$ cat src/rtl/mem_port_arbiter.sv
// Shares one memory port between instruction fetch and load/store, one transaction in flight.
// Define MEM_PORT_ARBITER_RR_EN for round-robin arbitration instead of LSU priority with starvation guard.
module mem_port_arbiter #(
    parameter int unsigned ADDR_WIDTH = 64,
    parameter int unsigned DATA_WIDTH = 64,
    parameter int unsigned MAX_WAIT   = 4,
    localparam int unsigned MASK_WIDTH = 8
) (
    input  logic                  clk,
    input  logic                  rst,
    input  logic                  ifu_req_valid,
    output logic                  ifu_req_ready,
    input  logic [ADDR_WIDTH-1:0] ifu_addr,
    output logic                  ifu_resp_valid,
    output logic [DATA_WIDTH-1:0] ifu_rdata,
    input  logic                  lsu_req_valid,
    output logic                  lsu_req_ready,
    input  logic [ADDR_WIDTH-1:0] lsu_addr,
    input  logic                  lsu_wen,
    input  logic [DATA_WIDTH-1:0] lsu_wdata,
    input  logic [MASK_WIDTH-1:0] lsu_wmask,
    output logic                  lsu_resp_valid,
    output logic [DATA_WIDTH-1:0] lsu_rdata,
    output logic                  mem_req_valid,
    input  logic                  mem_req_ready,
    output logic [ADDR_WIDTH-1:0] mem_addr,
    output logic                  mem_wen,
    output logic [DATA_WIDTH-1:0] mem_wdata,
    output logic [MASK_WIDTH-1:0] mem_wmask,
    input  logic                  mem_resp_valid,
    input  logic [DATA_WIDTH-1:0] mem_rdata,
    output logic                  busy
);

    typedef enum logic [1:0] {IDLE, REQ, RESP} state_t;

    state_t state;
    logic   ownerLsu;
    logic   isIdle;
    logic   forceIfu;
    logic   grantLsu;
    logic   grantIfu;
    logic   respFire;

    // forceIfu: IFU takes a tie this cycle
`ifdef MEM_PORT_ARBITER_RR_EN
    logic lastLsu;

    assign forceIfu = lastLsu;

    always_ff @(posedge clk) begin
        if (rst) begin
            lastLsu <= 1'b0;
        end else if (grantLsu) begin
            lastLsu <= 1'b1;
        end else if (grantIfu) begin
            lastLsu <= 1'b0;
        end
    end
`else
    localparam int unsigned CNT_WIDTH = 4;

    logic [CNT_WIDTH-1:0] waitCnt;

    assign forceIfu = (waitCnt == CNT_WIDTH'(MAX_WAIT));

    always_ff @(posedge clk) begin
        if (rst) begin
            waitCnt <= '0;
        end else if (state == IDLE) begin
            if (grantIfu || !ifu_req_valid) begin
                waitCnt <= '0;
            end else if (grantLsu && !forceIfu) begin
                waitCnt <= waitCnt + CNT_WIDTH'(1);
            end
        end
    end
`endif

    assign isIdle   = (state == IDLE) && !rst;
    assign grantLsu = isIdle && lsu_req_valid && !(ifu_req_valid && forceIfu);
    assign grantIfu = isIdle && ifu_req_valid && !grantLsu;
    assign respFire = (state == RESP) && mem_resp_valid && !rst;

    assign ifu_req_ready  = grantIfu;
    assign lsu_req_ready  = grantLsu;
    assign ifu_resp_valid = respFire && !ownerLsu;
    assign lsu_resp_valid = respFire && ownerLsu;
    assign ifu_rdata      = ifu_resp_valid ? mem_rdata : '0;
    assign lsu_rdata      = lsu_resp_valid ? mem_rdata : '0;
    assign mem_req_valid  = (state == REQ);
    assign busy           = (state != IDLE);

    // Transaction sequencer and latched request fields
    always_ff @(posedge clk) begin
        if (rst) begin
            state     <= IDLE;
            ownerLsu  <= 1'b0;
            mem_addr  <= '0;
            mem_wen   <= 1'b0;
            mem_wdata <= '0;
            mem_wmask <= '0;
        end else begin
            case (state)
                IDLE: begin
                    if (grantIfu) begin
                        ownerLsu  <= 1'b0;
                        mem_addr  <= ifu_addr;
                        mem_wen   <= 1'b0;
                        mem_wdata <= '0;
                        mem_wmask <= '0;
                        state     <= REQ;
                    end else if (grantLsu) begin
                        ownerLsu  <= 1'b1;
                        mem_addr  <= lsu_addr;
                        mem_wen   <= lsu_wen;
                        mem_wdata <= lsu_wdata;
                        mem_wmask <= lsu_wmask;
                        state     <= REQ;
                    end
                end
                REQ: begin
                    if (mem_req_ready) begin
                        state <= RESP;
                    end
                end
                RESP: begin
                    if (mem_resp_valid) begin
                        state <= IDLE;
                    end
                end
                default: state <= IDLE;
            endcase
        end
    end

endmodule

$ cat config.mk
export PLATFORM = sky130hd
export DESIGN_NAME = mem_port_arbiter
export DESIGN_NICKNAME = d
export VERILOG_FILES = /design/src/rtl/mem_port_arbiter.sv
export SDC_FILE = /design/constraint.sdc
export NUM_CORES = 1
export LEC_CHECK = 0
export ABC_AREA = 0
export ABC_CLOCK_PERIOD_IN_PS = 2000
export CAP_MARGIN = 30
export CORE_AREA = 4 4 208 210
export CTS_BUF_LIST = sky130_fd_sc_hd__clkbuf_16
export DETAILED_ROUTE_END_ITERATION = 10
export DIE_AREA = 0 0 212 214
export GPL_ROUTABILITY_DRIVEN = 0
export MAX_ROUTING_LAYER = met4
export SYNTH_ARGS = -nofsm -noshare
export SYNTH_HDL_FRONTEND = slang
export SYNTH_SLANG_ARGS = --single-unit
$ cat constraint.sdc
create_clock -name clk -period 2 [get_ports clk]
set_input_delay 0.3 -clock clk [delete_from_list [all_inputs] [get_ports clk]]
set_output_delay 0.3 -clock clk [all_outputs]
set_load 0.005 [all_outputs]
==> results.txt, run 1 <==
placed inst area - 12970 um2
initial core utilization - 16.04%
Post-CTS Hold Fix Bufs - 0
Synth Area in Adders - 0.3753%
CP Cell Sequence - clkdlybuf4s50_1 > nor3b_2 > nand2_1 > nor2_4 > buf_6 > buf_12 > buf_12 > buf_12 > and2_4 > buf_6
sequential-to-total area share from yosys stat - 43.24%
Reg clk slew, reported paths - 60 ps
switching share of power - 26.72%
Routed WL - 38180 um
dpl ws - -541.1 ps
Routed WL per cell - 19.60 um
via count - 8314
most common cell after layout, fill and taps aside - clkdlybuf4s50_1
FF-to-FF path depth - 9
Comb power frac - 24.6%
Max FO, Critical Path - 3
die width - 212 um
largest net degree at the start of global routing - 145
layer with the highest usage - met2
r2r setup slk - 60 ps
Distinct cells, synth - 39
kind of critical path - in2out
Layout Cells excl Fill - 1948
syn avg cell area - 8.387 um2
grt met3 use - 5.023%
Slowest Stage Delay on Critical Path - 490 ps
die area - 45370 um2
data required time of the critical path - 1700 ps
Compound-Gate Fraction of Synth Area - 23.06%
clock tree root driver cell - clkbuf_16
reg2reg end - mem_wdata[53]
Clk network pwr share - 37.7%
Hold Crit Start - lsu_addr[3]
pwr/cell area - 571.5 nW/um2
failing checks - negative setup slack
setup TNS - -24200 ps
slew margin rel. - 47.73%
Starting DRT DRC Count - 521
sequential fraction of design power - 37.7%
Max IR drop VDD - 0.5008 mV
status - finished, violations left
Core Util, Final - 35.89%
Buffers on Ports - 541
Initial DRT Pass Iterations - 5
commonest non-fill, non-tap cells in the layout - 407 x clkdlybuf4s50_1, 140 x dfxtp_1, 139 x buf_6
final instance area - 14920 um2
YS warnings - 0
worst skew pair latency - 450 ps
initial antenna violation count - 0
Psw - 2278 uW
H-Tree Depth - 4
Worst Max-Slew Pin Slew - 784.1 ps
Layout Area Growth over Synthesis - 123.8%
All-Layer GR Usage - 15.00%
min-delay worst type - in2reg
RSZ-0062 raised after global routing - true
layout cells sized above 1 - 32.58%
largest family of logic cells by synthesized area - simple AND/OR/NAND/NOR gates
synthesized net count - 1068
Antenna Violating Nets Remaining - 0
Setup crit end kind - primary output
XOR/XNOR Fraction of Synth Area - 0%
drt drc - 0
Final Hold Fails - 0
Final period util - 115.2%
first-pass GRT wire length - 50380 um
CP startpoint kind - input port
clock buffer depth - 2
row count - 75
cts bufs inserted - 17
met1 GRT Util - 18.50%
Sink Count - 144
max cap viols - 0
Final nets - 1669
WHS Path Cells - 3
final-report max-slew violation count - 0
Worst path slowest cell - clkdlybuf4s50_1
final period demand of the worst path - 2304 ps
Mapped Area - 6668 um2
post-DP HPWL - 25190 um
worst path arrival time - 2000 ps
Die Ht - 214 um
grt ovf - 0
Peak Freq - 434.0 MHz
Hold EP - mem_addr[3]
Post-synth EDFFs - 0
Synth Area in Simple Gates - 27.15%
core area - 41570 um2
Clock Skew - 16.76 ps
Cells after Synth - 795
synthesis-stage register bit count - 144
Post-synth ARST share - 0%
met2 usage - 23.41%
vias in the first global route - 8193
Lkg Pwr - 0.006114 uW
Final Setup Violations - 131
vias per cell - 4.268
worst r2r src - waitCnt[0]
CTS tree - built
Inserted Diodes - 0
ys flop type - dfxtp_1
Placed Cells - 1861
P_int - 6248 uW
post-synthesis mux area share - 0%
setup ws final - -304.3 ps
io pins - 542
Top cell by count, worst path - buf_12
==> final cells by class <==
cell class	count	area (um2)
Fill cell	4173	26650
Timing Repair Buffer	653	7004
Multi-Input combinational cell	575	3755
Sequential cell	144	2888
Tap cell	539	674.4
Clock buffer	17	425.4
Clock inverter	15	151.4
Inverter	5	21.27
==> repair_timing <==
action                     CTS  global route
resized for setup          452           343
pin swaps                   29            45
buffers inserted            27            21
cloned                       7            10
setup endpoints to repair  198           266
hold endpoints to repair     0             0
==> kinds of logic after synthesis <==
logic type                 after synthesis
buffers and inverters                   78
AOI/OAI and AO/OA                      211
adders and majority gates                2
and+or+nand+nor                        360
DFF                                    144
==> state kept, by name (all words and copies together), names as in the netlist <==
register / cells
mem_wdata: 64
mem_wmask: 8
mem_addr: 64
state: 2
mem_wen: 1
waitCnt: 4
ownerLsu: 1
==> per-layer routing <==
metal	wire length [um]	part of all wire, %
met3	3472	9.1
met2	17640	46
met1	16360	43
met5	0	0
met4	714	1.9
==> metrics by stage <==
step / hold slack (ps) / power, uW
6_report: 400.4 / 8527
5_1_grt: 381.2 / 8923
4_1_cts: 362.9 / 8602
3_5_place_dp: 487.1 / 5271
3_3_place_gp: 477.0 / 5254
2_1_floorplan: 441.0 / 3924
==> power groups by stage <==
stage | registers (uW) | clock network, uW | logic (uW)
2_1_floorplan | 3280 | 0 | 641
3_3_place_gp | 3270 | 0 | 1990
3_5_place_dp | 3280 | 0 | 1990
4_1_cts | 3220 | 3350 | 2040
5_1_grt | 3240 | 3440 | 2240
6_report | 3220 | 3210 | 2090
==> worst max-delay path by stage <==
stage                         startpoint             to  slack (ps)  cells past startpoint
after floorplan               waitCnt[0]   mem_addr[53]         330                      9
after global placement    mem_resp_valid  ifu_rdata[48]        -490                      7
after detailed placement  mem_resp_valid  ifu_rdata[45]        -540                      7
after CTS                       state[1]  ifu_req_ready        -440                      5
after global routing            state[0]  ifu_rdata[40]        -390                      9
final                     mem_resp_valid   ifu_rdata[3]        -300                     10
==> synthesized netlist by cell type (2+ instances only) <==
cell / instances / area [um2]
nor2_1: 124 / 465.5
a211oi_1: 59 / 442.9
clkbuf_1: 31 / 116.4
buf_1: 4 / 15.01
buf_2: 22 / 110.1
a211oi_2: 5 / 62.56
a22oi_1: 54 / 405.4
clkbuf_2: 2 / 10.01
nor2_2: 20 / 125.1
buf_6: 7 / 78.83
dfxtp_1: 144 / 2883
a22oi_2: 20 / 250.2
buf_4: 6 / 45.04
and2_1: 129 / 807.0
nand2_1: 69 / 259.0
nand3_1: 3 / 15.01
a21oi_1: 69 / 345.3
o21ai_0: 2 / 10.01
nor3_1: 2 / 10.01
ha_1: 2 / 25.02
inv_1: 3 / 11.26
==> worst max-delay path: cells and delay by family <==
family	cells	cell delay (ps)
buffers and inverters	6	1040
AND/OR/NAND/NOR	4	650
(Power assumes the default switching activity.)
==> run 2: changes to the inputs <==
--- a/config.mk
+++ b/config.mk
@@ -6,12 +6,12 @@
 export NUM_CORES = 1
 export LEC_CHECK = 0
 export ABC_AREA = 0
-export ABC_CLOCK_PERIOD_IN_PS = 2000
+export ABC_CLOCK_PERIOD_IN_PS = 2400
 export CAP_MARGIN = 30
-export CORE_AREA = 4 4 208 210
+export CORE_AREA = 3 3 207 209
 export CTS_BUF_LIST = sky130_fd_sc_hd__clkbuf_16
 export DETAILED_ROUTE_END_ITERATION = 10
-export DIE_AREA = 0 0 212 214
+export DIE_AREA = 0 0 210 212
 export GPL_ROUTABILITY_DRIVEN = 0
 export MAX_ROUTING_LAYER = met4
 export SYNTH_ARGS = -nofsm -noshare
==> constraint.sdc (replaced) <==
create_clock -name clk -period 2.4 [get_ports clk]
set_input_delay 0.36 -clock clk [delete_from_list [all_inputs] [get_ports clk]]
set_output_delay 0.36 -clock clk [all_outputs]
set_load 0.005 [all_outputs]
==> run 2 against run 1 <==
Net effect: the run now ends clean; critical path depth down 3; cell area down 10%; clock power down 20%; die area down 1.9%.
==> results.txt, run 2 (same netlist as run 1, synthesis figures left out) <==
data required time of the critical path - 2040 ps (+340 ps)
Buffers on Ports - 541 (unchanged)
Final period util - 96.96%
post-DP HPWL - 25030 um (-0.62%)
Antenna Violating Nets Remaining - 0 (unchanged)
dpl ws - -351.4 ps (+189.7 ps)
die width - 210 um (-0.94%)
pwr/cell area - 510.1 nW/um2 (-11%)
max cap viols - 0 (unchanged)
slew margin rel. - 39.45% (-8.3 points)
layout cells sized above 1 - 12.97% (-20 points)
filler cell count - 4294 (+2.9%)
worst path arrival time - 1970 ps (-30 ps)
Clock Skew - 15.94 ps (-0.8172 ps)
Lkg Pwr - 0.005648 uW (-7.6%)
CTS tree - built
via count - 7817 (-6.0%)
Layout Cells excl Fill - 1877 (-3.6%)
Worst path slowest cell - dfxtp_2
Top Registers - mem_addr: 64 flops, mem_wdata: 64 flops, mem_wmask: 8 flops
Sink Count - 144 (unchanged)
kind of critical path - reg2out
Pwr Total - 6832 uW (-20%)
H-Tree Depth - 4 (unchanged)
Final Setup Violations - 0 (-100%)
vias in the first global route - 7681 (-6.2%)
Final nets - 1602 (-4.0%)
Routed WL - 33250 um (-13%)
Post-CTS Hold Fix Bufs - 0 (unchanged)
io pins - 542 (unchanged)
Starting DRT DRC Count - 569 (+9.2%)
Top cell by count, worst path - buf_12
worst skew pair latency - 440 ps (about the same)
Setup crit end kind - primary output
Initial DRT Pass Iterations - 8 (+3)
CP startpoint kind - flop
min-delay worst type - in2reg
Placed Cells - 1825 (-1.9%)
core area - 41020 um2 (-1.3%)
Peak Freq - 429.7 MHz
largest net degree at the start of global routing - 70 (-52%)
row count - 74 (-1.3%)
first-pass GRT wire length - 47440 um (-5.8%)
final-report max-slew violation count - 0 (unchanged)
clock buffer depth - 2 (unchanged)
RSZ-0062 raised after global routing - false
Slowest Stage Delay on Critical Path - 340 ps (-150 ps)
status - finished clean
final period demand of the worst path - 2327 ps
die area - 44520 um2 (-1.9%)
All-Layer GR Usage - 14.33% (-0.67 points)
Max IR drop VDD - 0.4026 mV (-20%)
initial antenna violation count - 3 (+3)
Worst Max-Slew Pin Slew - 908.2 ps (+124.2 ps)
cts bufs inserted - 17 (unchanged)
Final Hold Fails - 0 (unchanged)
Reg clk slew, reported paths - 70 ps (about the same)
Layout Area Growth over Synthesis - 100.9%
most common cell after layout, fill and taps aside - clkdlybuf4s50_1
commonest non-fill, non-tap cells in the layout - 407 x clkdlybuf4s50_1, 140 x dfxtp_1, 126 x and2_1
Core Util, Final - 32.65% (-3.2 points)
initial core utilization - 16.26% (+0.22 points)
setup ws final - 72.90 ps (+377.2 ps)
drt drc - 0 (unchanged)
Fin Hold WS - 401.3 ps (+0.9330 ps)
Die Ht - 212 um (-0.93%)
CP Cell Sequence - nor3b_4 > and3_4 > buf_12 > buf_4 > buf_12 > and2_1 > dlygate4sd2_1
grt ovf - 0 (unchanged)
Routed WL per cell - 17.72 um (-9.6%)
clock tree root driver cell - clkbuf_16
Max FO, Critical Path - 10 (+7)
vias per cell - 4.165 (-2.4%)
run 2: cell count changes in the layout (fill, tap and decap cells not counted), sizes merged, moves of 3 or more:
cell,before,now
buf,237,67
dlygate4sd2,0,90
clkdlybuf4s15,1,22
clkbuf,25,17
diode,0,3
inv,6,9
run 2: final timing paths:
| path | slack [ps] | cells after the start | end | start |
|---|---|---|---|---|
| setup / recovery | 70 | 7 | lsu_rdata[13] | state[0] |
| hold / removal | 400 | 4 | state[1] | mem_resp_valid |
| setup reg to reg | 350 | 9 | mem_addr[18] | waitCnt[0] |
| hold reg to reg | 480 | 2 | waitCnt[0] | waitCnt[0] |
run 2: cell type report:
type                       count  area, um2  share of cell area, %
timing repair buffer         588       5812                  43.40
multi-input combinational    573       3435                  25.64
sequential                   144       2888                  21.56
tap                          532      665.6                  4.970
clock buffer                  17      425.4                  3.176
clock inverter                15      138.9                  1.037
inverter                       5      21.27                 0.1588
antenna                        3      7.507                0.05605
run 2: worst max-delay path: cells and delay by family, from the launching register on:
family / cells / cell delay, ps
simple gates: 3 / 570
flops: 1 / 340
buf+inv: 4 / 600
run 2: metal layers:
metal | global-route usage [%] | part of all wire, % | vias up
li1 | - | - | 3796
met1 | 18.65 | 45 | 3649
met2 | 21.03 | 45 | 347
met3 | 4.619 | 8.4 | 25
met4 | 4.790 | 1.9 | 0
met5 | - | 0 | -
run 2: repair_timing:
action,in CTS,in global routing
gates resized for setup,248,3
pin swaps,3,2
cloned,4,0
buffers inserted,11,3
setup endpoints to repair,132,22
run 2: stage by stage:
stage	instance area, um2	TNS [ps]
after floorplan	6668	0
after global placement	12740	-32950
after detailed placement	12740	-34940
after CTS	13370	-111.8
after global routing	13390	0
final	13390	0
run 2: power by group:
part           leakage, uW  internal, uW  switching, uW
logic              0.00419           940            649
registers          0.00119          2580            102
clock network     0.000269          1430           1130
==> run 3: changes to the inputs <==
--- a/config.mk
+++ b/config.mk
@@ -14,6 +14,7 @@
 export DIE_AREA = 0 0 210 212
 export GPL_ROUTABILITY_DRIVEN = 0
 export MAX_ROUTING_LAYER = met4
+export SETUP_SLACK_MARGIN = 0.02
 export SYNTH_ARGS = -nofsm -noshare
 export SYNTH_HDL_FRONTEND = slang
 export SYNTH_SLANG_ARGS = --single-unit
==> run 3 against run 2 <==
Net effect: via count hardly changed; highest routed layer unchanged; critical endpoint unchanged; power hardly changed; combinational power hardly changed; largest power group unchanged.
==> results.txt, run 3 (same netlist as run 1, synthesis figures left out) <==
max cap viols - 0 (unchanged)
Final Setup Violations - 0 (unchanged)
r2r setup slk - 370 ps (+20 ps)
data required time of the critical path - 2040 ps (about the same)
row count - 74 (unchanged)
area of the multi-input gates - 3435 um2 (unchanged)
Final Hold Fails - 0 (unchanged)
vias per cell - 4.165 (about the same)
setup TNS - 0 ps (unchanged)
Starting DRT DRC Count - 576 (+1.2%)
clock buffer depth - 2 (unchanged)
initial core utilization - 16.26% (unchanged)
CP startpoint kind - flop
Post-CTS Hold Fix Bufs - 0 (unchanged)
sequential fraction of design power - 39.2% (about the same)
first-pass GRT wire length - 47330 um (-0.22%)
Routed WL - 33180 um (-0.22%)
Clock Skew - 15.22 ps (-0.7232 ps)
final-report max-slew violation count - 0 (unchanged)
initial antenna violation count - 3 (unchanged)
Psw - 1880 uW (-0.11%)
WP buf/inv - 4 (unchanged)
Final period util - 96.86% (-0.10 points)
grt ovf - 0 (unchanged)
core area - 41020 um2 (unchanged)
kind of critical path - reg2out
reg2reg end - mem_addr[18]
io pins - 542 (unchanged)
Lkg Pwr - 0.005630 uW (-0.32%)
layout cells sized above 1 - 12.90% (-0.065 points)
storage element area - 2888 um2 (unchanged)
filler cell count - 4290 (-0.093%)
Pwr Total - 6830 uW (about the same)
vias in the first global route - 7677 (-0.052%)
cts bufs inserted - 17 (unchanged)
worst path arrival time - 1960 ps (about the same)
die area - 44520 um2 (unchanged)
Critical Path Start - state[0]
Peak Freq - 430.2 MHz (+0.11%)
Die Ht - 212 um (unchanged)
die width - 210 um (unchanged)
drt drc - 0 (unchanged)
CP Capture Point - lsu_rdata[13]
Worst path slowest cell - dfxtp_2
Slowest Stage Delay on Critical Path - 340 ps (about the same)
crit-path leading delay family - buffers and inverters
Final nets - 1601 (-0.062%)
Top cell by count, worst path - buf_12
clock tree root driver cell - clkbuf_16
CP Depth - 7 (unchanged)
post-DP HPWL - 25030 um (unchanged)
Reg clk slew, reported paths - 70 ps (about the same)
Worst Max-Slew Pin Slew - 910.5 ps (+2.237 ps)
final period demand of the worst path - 2325 ps (-2.510 ps)
worst r2r src - waitCnt[0]
via count - 7813 (-0.051%)
min-delay worst type - in2reg
slew margin rel. - 39.30% (-0.15 points)
Initial DRT Pass Iterations - 5 (-3)
status - finished clean
Sink Count - 144 (unchanged)
CTS tree - built
H-Tree Depth - 4 (unchanged)
Top Registers - mem_addr: 64 flops, mem_wdata: 64 flops, mem_wmask: 8 flops
Buffers on Ports - 541 (unchanged)
Setup crit end kind - primary output
P_int - 4949 uW (about the same)
commonest non-fill, non-tap cells in the layout - 407 x clkdlybuf4s50_1, 140 x dfxtp_1, 126 x and2_1
Clk network pwr share - 37.5% (about the same)
FF-to-FF path depth - 9 (unchanged)
Layout Area Growth over Synthesis - 100.8% (about the same)
worst skew pair latency - 440 ps (about the same)
All-Layer GR Usage - 14.30% (-0.036 points)
largest net degree at the start of global routing - 70 (unchanged)
CP Cell Sequence - nor3b_4 > and3_4 > buf_12 > buf_4 > buf_12 > and2_1 > dlygate4sd2_1
Routed WL per cell - 17.69 um (-0.16%)
Max IR drop VDD - 0.4029 mV (about the same)
Max FO, Critical Path - 10 (unchanged)
pwr/cell area - 510.2 nW/um2 (about the same)
most common cell after layout, fill and taps aside - clkdlybuf4s50_1
switching share of power - 27.53% (about the same)
RSZ-0062 raised after global routing - true
Comb power frac - 23.3% (about the same)
Antenna Violating Nets Remaining - 0 (unchanged)
-- run 3: timing repair --
action | CTS | global route
cloned | 4 | 0
pin swaps | 3 | 3
endpoints found under the setup margin | 132 | 38
endpoints found under the hold margin | 0 | 0
buffers inserted | 11 | 3
resized for setup | 255 | 5
-- run 3: worst register-to-register path: stages, from the launching register on --
cell and delay, ps:
dfxtp_2 350, inv_1 60, ha_1 200, and3b_2 250, o211ai_4 230, inv_2 70
buf_4 150, buf_12 170, a21oi_1 280, a211oi_1 100
-- run 3: power by group through the flow --
stage	sequential, uW	combinational (uW)	clock (uW)
4_1_cts	2680	1600	2670
2_1_floorplan	2740	534	0
3_3_place_gp	2720	1580	0
6_report	2680	1590	2560
3_5_place_dp	2730	1590	0
5_1_grt	2700	1710	2730
-- run 3: metrics by stage --
stage                     instance area [um2]  hold WS, ps  util [%]  std cells  setup WS [ps]
after detailed placement                12740        483.2     31.06       1825         -351.4
after floorplan                          6668        461.9         -        795          729.9
after global routing                    13380        424.0     32.63       1875          2.869
final                                   13390        401.9     32.64       1876          75.41
after CTS                               13360        354.5     32.58       1872         -23.54
after global placement                  12740        477.1     31.06       1825         -321.9
-- run 3: how the worst min path moves through the flow --
| stage | cells after the start | to | from |
|---|---|---|---|
| floorplan | 2 | waitCnt[1] | waitCnt[1] |
| global placement | 2 | mem_wdata[62] | mem_wdata[62] |
| detailed placement | 2 | mem_wdata[17] | mem_wdata[17] |
| CTS | 4 | state[1] | mem_resp_valid |
| global route | 3 | mem_wdata[11] | rst |
| finish | 4 | state[1] | mem_resp_valid |
-- run 3: layer usage --
metal  track usage [%]  part of all wire, %  wire length (um)
met1             18.63                   46             15170
met2             20.86                   44             14750
met3             4.663                  7.8              2601
met4             4.859                  2.0               660
met5                 -                    0                 0
-- run 3: final cells by class --
| cell class | instances | area share (%) |
|---|---|---|
| repair buffers | 587 | 43.37 |
| clock inverters | 15 | 1.037 |
| clock buffers | 17 | 3.178 |
| diodes | 3 | 0.05608 |
| inverters | 5 | 0.1589 |
| multi-input cells | 573 | 25.66 |
| well taps | 532 | 4.972 |
| flip-flops and latches | 144 | 21.57 |
